$ cat src/rtl/risc24_run_controller_if.sv
// risc24_run_controller_if: control/status bundle between the run controller and its driver
interface risc24_run_controller_if #(
  parameter int CNT_W = 16
) ();
  logic             start;
  logic             step_mode;
  logic             step_req;
  logic             halt_in;
  logic             core_reset;
  logic             core_clk_en;
  logic [CNT_W-1:0] cycle_count;
  logic             running;
  logic             step_ack;
  logic             done;
  logic             timeout;
  modport master (
    output start, step_mode, step_req, halt_in,
    input  core_reset, core_clk_en, cycle_count, running, step_ack, done, timeout
  );
  modport slave (
    input  start, step_mode, step_req, halt_in,
    output core_reset, core_clk_en, cycle_count, running, step_ack, done, timeout
  );
endinterface

$ cat src/rtl/risc24_run_controller.sv
// risc24_run_controller: reset hold, free-run/single-step clock gating and cycle budget for the RISC24 core
module risc24_run_controller #(
  parameter int RESET_CYCLES = 2,
  parameter int MAX_CYCLES   = 60,
  parameter int CNT_W        = 16
) (
  input logic clk,
  input logic reset,
  risc24_run_controller_if.slave bus
);
  typedef enum logic [2:0] {IDLE, RESET_HOLD, RUN, STEP_WAIT, STEP_EXEC, DONE, TIMEOUT} state_t;
  state_t           state_q, state_d;
  logic [CNT_W-1:0] hold_q, hold_d, cnt_q, cnt_d, inc;
  logic             req_q;
  logic             core_reset_q, core_reset_d, clk_en_q, clk_en_d, running_q, running_d;
  logic             ack_q, ack_d, done_q, done_d, timeout_q, timeout_d;
  always_comb begin
    state_d = state_q;
    hold_d  = hold_q;
    cnt_d   = cnt_q;
    inc     = cnt_q + CNT_W'(1);
    case (state_q)
      IDLE, DONE, TIMEOUT: if (bus.start) begin
        state_d = RESET_HOLD;
        hold_d  = '0;
        cnt_d   = '0;
      end
      RESET_HOLD: begin
        hold_d = hold_q + CNT_W'(1);
        if (hold_q == CNT_W'(RESET_CYCLES - 1)) state_d = bus.step_mode ? STEP_WAIT : RUN;
      end
      RUN, STEP_EXEC: if (bus.halt_in) state_d = DONE;
      else begin
        cnt_d   = inc;
        state_d = (inc == CNT_W'(MAX_CYCLES)) ? TIMEOUT
                : (state_q == STEP_EXEC || bus.step_mode) ? STEP_WAIT : RUN;
      end
      STEP_WAIT: state_d = bus.halt_in ? DONE : !bus.step_mode ? RUN
                         : (bus.step_req && !req_q) ? STEP_EXEC : STEP_WAIT;
      default: state_d = IDLE;
    endcase
    // outputs are registered copies of the next state's decode
    core_reset_d = state_d == IDLE || state_d == RESET_HOLD;
    clk_en_d     = state_d == RUN || state_d == STEP_EXEC;
    running_d    = state_d == RUN;
    ack_d        = state_d == STEP_EXEC;
    done_d       = state_d == DONE;
    timeout_d    = state_d == TIMEOUT;
  end
  always_ff @(posedge clk) begin
    if (reset) begin
      state_q      <= IDLE;
      hold_q       <= '0;
      cnt_q        <= '0;
      req_q        <= 1'b0;
      core_reset_q <= 1'b1;
      clk_en_q     <= 1'b0;
      running_q    <= 1'b0;
      ack_q        <= 1'b0;
      done_q       <= 1'b0;
      timeout_q    <= 1'b0;
    end else begin
      state_q      <= state_d;
      hold_q       <= hold_d;
      cnt_q        <= cnt_d;
      req_q        <= bus.step_req;
      core_reset_q <= core_reset_d;
      clk_en_q     <= clk_en_d;
      running_q    <= running_d;
      ack_q        <= ack_d;
      done_q       <= done_d;
      timeout_q    <= timeout_d;
    end
  end
  assign bus.core_reset  = core_reset_q;
  assign bus.core_clk_en = clk_en_q;
  assign bus.cycle_count = cnt_q;
  assign bus.running     = running_q;
  assign bus.step_ack    = ack_q;
  assign bus.done        = done_q;
  assign bus.timeout     = timeout_q;
endmodule

$ cat src/flat_wrapper.sv
// flat-port wrapper written by rule: the top's interface ports become plain ports
module risc24_run_controller_flat 
#(
  parameter int RESET_CYCLES = 2,
  parameter int MAX_CYCLES   = 60,
  parameter int CNT_W        = 16
)
  (clk, reset, bus_start, bus_step_mode, bus_step_req, bus_halt_in, bus_core_reset, bus_core_clk_en, bus_cycle_count, bus_running, bus_step_ack, bus_done, bus_timeout);
  risc24_run_controller_if #(.CNT_W(CNT_W)) bus_i ();
  input logic clk;
  input logic reset;
  input wire logic [$bits(bus_i.start)-1:0] bus_start;
  input wire logic [$bits(bus_i.step_mode)-1:0] bus_step_mode;
  input wire logic [$bits(bus_i.step_req)-1:0] bus_step_req;
  input wire logic [$bits(bus_i.halt_in)-1:0] bus_halt_in;
  output wire logic [$bits(bus_i.core_reset)-1:0] bus_core_reset;
  output wire logic [$bits(bus_i.core_clk_en)-1:0] bus_core_clk_en;
  output wire logic [$bits(bus_i.cycle_count)-1:0] bus_cycle_count;
  output wire logic [$bits(bus_i.running)-1:0] bus_running;
  output wire logic [$bits(bus_i.step_ack)-1:0] bus_step_ack;
  output wire logic [$bits(bus_i.done)-1:0] bus_done;
  output wire logic [$bits(bus_i.timeout)-1:0] bus_timeout;
  assign bus_i.start = bus_start;
  assign bus_i.step_mode = bus_step_mode;
  assign bus_i.step_req = bus_step_req;
  assign bus_i.halt_in = bus_halt_in;
  assign bus_core_reset = bus_i.core_reset;
  assign bus_core_clk_en = bus_i.core_clk_en;
  assign bus_cycle_count = bus_i.cycle_count;
  assign bus_running = bus_i.running;
  assign bus_step_ack = bus_i.step_ack;
  assign bus_done = bus_i.done;
  assign bus_timeout = bus_i.timeout;
  risc24_run_controller #(.RESET_CYCLES(RESET_CYCLES), .MAX_CYCLES(MAX_CYCLES), .CNT_W(CNT_W)) u_core (.clk(clk), .reset(reset), .bus(bus_i));
endmodule
$ cat config.mk
export PLATFORM = sky130hd
export DESIGN_NAME = risc24_run_controller_flat
export DESIGN_NICKNAME = d
export VERILOG_FILES = /design/src/rtl/risc24_run_controller_if.sv /design/src/rtl/risc24_run_controller.sv /design/src/flat_wrapper.sv
export SDC_FILE = /design/constraint.sdc
export NUM_CORES = 1
export LEC_CHECK = 0
export ABC_AREA = 1
export CELL_PAD_IN_SITES_DETAIL_PLACEMENT = 0
export CELL_PAD_IN_SITES_GLOBAL_PLACEMENT = 1
export CORE_UTILIZATION = 40
export DETAILED_ROUTE_END_ITERATION = 8
export PLACE_DENSITY_LB_ADDON = 0.1
export SLEW_MARGIN = 20
export SYNTH_ARGS = -nofsm -noshare
export SYNTH_HDL_FRONTEND = slang
export SYNTH_SLANG_ARGS = --single-unit
$ cat constraint.sdc
create_clock -name clk -period 2.07 [get_ports clk]
set_input_delay 0.414 -clock clk [delete_from_list [all_inputs] [get_ports clk]]
set_output_delay 0.414 -clock clk [all_outputs]
set_load 0.005 [all_outputs]
==> Implementation_results.wiki <==
{| class="wikitable"
! Metric !! Value
|-
| Reg clk slew, reported paths || 0.09 ns
|-
| Cell area after synthesis || 2357 um^2
|-
| Final total power || 1.983 mW
|-
| Worst Path Class, Setup || flop to flop
|-
| I/O pins || 28
|-
| CTS hold repair buffers || 0
|-
| Antenna-violating nets left || 0
|-
| DRT Pass-1 Iters || 4
|-
| Wire length of the first global-routing pass || 9.873 mm
|-
| Number of antenna repair diodes || 0
|-
| Iteration-0 DRC count of the detailed router || 117
|-
| Filler cell count || 593
|-
| Source of the worst hold timing path || u_core.hold_q[11]
|-
| Clock Skews || 0.004001 ns
|-
| Global Route met2 Usage || 0.2904
|-
| Final total negative setup slack || 0 ns
|-
| Clock tree from TritonCTS || done
|-
| Number of warnings issued by yosys || 0
|-
| Crit path arrival time || 2.10 ns
|-
| Worst-case hold slack || approximately 0.49 ns
|-
| Ys async rst share || 0
|-
| Transition at the pin with the smallest max-transition slack || 0.3528 ns
|-
| Leading post-synthesis cells by cell area || dfxtp_1, nand2_1, inv_1
|-
| Remaining global-route overflow || 0
|-
| Met3 layer usage reported by global route || 0.04253
|-
| GR Util met1 || 0.3082
|-
| Final #Nets || 392
|-
| Yosys cell types || 33
|-
| Status || finished clean
|-
| Static Leakage || about 1.1 nW
|-
| Placed Cells || 447
|-
| Final Hold Viols || 0
|-
| Clock latency on the worst-skew pair || 0.30 ns
|-
| Maximum number of pins on one net before global-route repair || 14
|-
| CP max FO || 6
|-
| Hold path depth || 2
|-
| Total nets after synthesis || 354
|-
| Horizontal extent of the die || 78.77 um
|-
| Fraction of layout cells with a size suffix above 1 || 0.1510
|-
| Finish-stage setup viols || 0
|-
| Synthesized area divided by synthesized cell count || 6.833 um^2
|-
| Final Instance Count excl. Fillers || approximately 460
|-
| Site Rows || 27
|-
| Reported max-cap violation count || 0
|-
| Die Y || 78.77 um
|-
| Overall Global Routing Usage || 0.2047
|-
| Sinks on the clock net || 42
|-
| Total Wirelength || ~5.7 mm
|-
| Maximum clock insertion buffer count || 2
|-
| Yosys top cell by area || dfxtp_1
|-
| Seq/Total Area, Yosys || 0.3567
|-
| Number of H-tree levels || 2
|-
| DP Wirelength || 4.365 mm
|-
| Worst-case vdd ir drop || 0.3710 mV
|-
| Max transition margin || 0.7630
|-
| Pre-CTS worst setup slack || 0.1008 ns
|-
| Growth of design area from synthesis to finish || 23.46%
|-
| Global route hottest layer || met1
|-
| Startpoint type of the worst setup path || flop
|-
| Pins over their slew limit || 0
|-
| Most frequently used cell type in the post-synthesis netlist || nand2_1
|-
| Worst-case hold path end point || u_core.hold_q[11]
|-
| Buffer cell driving the clock tree root || clkbuf_8
|-
| Top FF cell, synth || dfxtp_1
|-
| DRC || 0
|-
| End of the worst register-to-register path || u_core.bus.core_clk_en
|-
| Min setup slack post-route || approximately 0.18 ns
|-
| Share of the synthesized area in the top cell type || 0.3567
|-
| Category of the worst setup path capture point || flop
|-
| Die area || 6204 um^2
|-
| Path class of the lowest-slack min-delay path || flop to flop
|-
| Number of synthesized register bits || 42
|-
| Final worst path period need || between 1.5 and 2 ns
|-
| Setup repair after global routing missed its margin || false
|-
| Core region area || 5608 um^2
|-
| Average wire per cell in the routed design || 12.59 um
|-
| Worst-case reg-to-reg path depth || 13
|-
| Post-synth EDFFs || 0
|-
| Routability-driven placement congestion ratio || 0.8303
|-
| Max Clk Rate || roughly 530 MHz
|-
| Via count of the first global-routing pass || 2079
|-
| Cts bufs inserted || 5
|-
| Most used standard cells in the synthesized netlist || nand2_1, inv_1, dfxtp_1
|-
| Vias per Instance || approximately 4.9
|-
| Required time at the endpoint of the critical path || 2.27 ns
|-
| Number of I/O port buffers || 27
|-
| Pwr dens || 681.3 nW/um^2
|-
| Post-Synthesis Cells || 345
|-
| Crit Reg-Reg Startpoint || u_core.bus.cycle_count[3]
|-
| Initial standard-cell utilization of the core || 0.4203
|-
| Reg-to-reg slack, setup || 0.18 ns
|-
| Final worst-path cycle share || 0.9153
|-
| Antenna violations before repair || 0
|-
| Via count || 2252
|}
-- metrics by stage --
stage                     cell area [um^2]  utilization
final                                 2910       0.5190
after global routing                  2910       0.5190
after CTS                             2867       0.5112
after detailed placement              2756       0.4915
after global placement                2756       0.4915
after floorplan                       2357            -
-- report_power, final --
group | internal, mW | switching [mW]
sequential | 0.841 | 0.0358
clock | 0.360 | 0.305
combinational | 0.164 | 0.276
-- placed cells by master, fill, tap and decap left out, types with 2 or more instances in the layout --
| cell | instances |
|---|---|
| a21oi_1 | 21 |
| nand2_2 | 10 |
| nand4_1 | 6 |
| nor2_2 | 7 |
| nand3_2 | 5 |
| clkbuf_8 | 5 |
| buf_4 | 9 |
| ha_1 | 2 |
| dfxtp_2 | 2 |
| inv_1 | 45 |
| a21oi_4 | 2 |
| nor3_1 | 10 |
| a211oi_1 | 4 |
| a221oi_1 | 5 |
| nand3_1 | 20 |
| nor2_1 | 34 |
| a22oi_1 | 4 |
| nor2_4 | 5 |
| inv_2 | 5 |
| o21ai_0 | 18 |
| clkdlybuf4s50_1 | 27 |
| dfxtp_1 | 39 |
| nand2_1 | 80 |
| o21ai_1 | 2 |
-- routing by layer --
metal / share of wire / vias to the layer above
met3: 0.039 / 4
met4: 0.0085 / 0
met1: 0.53 / 1001
met2: 0.43 / 38
met5: 0 / -
li1: - / 1209
-- state kept, by name, indices dropped and copies added (netlist names) --
| signal | flops |
|---|---|
| u_core.bus.running | 1 |
| u_core.bus.done | 1 |
| u_core.hold_q | 16 |
| u_core.bus.timeout | 1 |
| u_core.bus.step_ack | 1 |
| u_core.bus.core_clk_en | 1 |
| u_core.bus.core_reset | 1 |
| u_core.bus.cycle_count | 16 |
| u_core.req_q | 1 |
| u_core.state_q | 3 |
-- how the worst max path moves through the flow --
stage	startpoint	to	slack (ns)	cells after the start
2_1_floorplan	u_core.bus.cycle_count[1]	u_core.bus.core_clk_en	0.28	14
3_3_place_gp	bus_start	u_core.bus.cycle_count[14]	0.09	8
3_5_place_dp	u_core.bus.cycle_count[1]	u_core.bus.core_clk_en	0.10	14
4_1_cts	u_core.bus.cycle_count[1]	u_core.bus.core_clk_en	0.09	14
5_1_grt	u_core.bus.cycle_count[3]	u_core.bus.core_clk_en	0.003	14
6_report	u_core.bus.cycle_count[3]	u_core.bus.core_clk_en	0.18	13
-- critical path: stages (launching register included) --
cell     delay, ns
dfxtp_1       0.45
nand2_2       0.14
nor2_2        0.22
nand2_1       0.07
nand2_1       0.09
nand2_1       0.06
nor2_1        0.17
nand2_2       0.10
nor2_4        0.10
nand3_2       0.10
nand2_1       0.13
inv_2         0.05
nand3_2       0.07
nand2_1       0.05
-- final cells by class --
class	instances	area, um^2	share of cell area
Inverter	50	187.7	0.06449
Clock buffer	6	72.57	0.02494
Timing Repair Buffer	36	337.8	0.1161
Tap cell	72	90.09	0.03095
Sequential cell	42	847.1	0.2911
Multi-Input combinational cell	248	1338	0.4596
Clock inverter	2	37.54	0.01290
-- timing repair --
item / 4_1_cts / 5_1_grt
gates resized for setup: 0 / 10
endpoints found under the hold margin: 0 / 0
endpoints found under the setup margin: 0 / 9
buffers inserted: 0 / 1
-- cell families after synthesis --
kind of cell | count (synthesis) | synth area share
buffers and inverters | 55 | 0.08864
xor gates and xnor gates | 1 | 0.003716
AOI/OAI and AO/OA | 64 | 0.1725
DFF | 42 | 0.3567
and+or+nand+nor | 180 | 0.3625
adders and majority gates | 3 | 0.01593
Note: power is estimated with default switching activity, not from simulation.
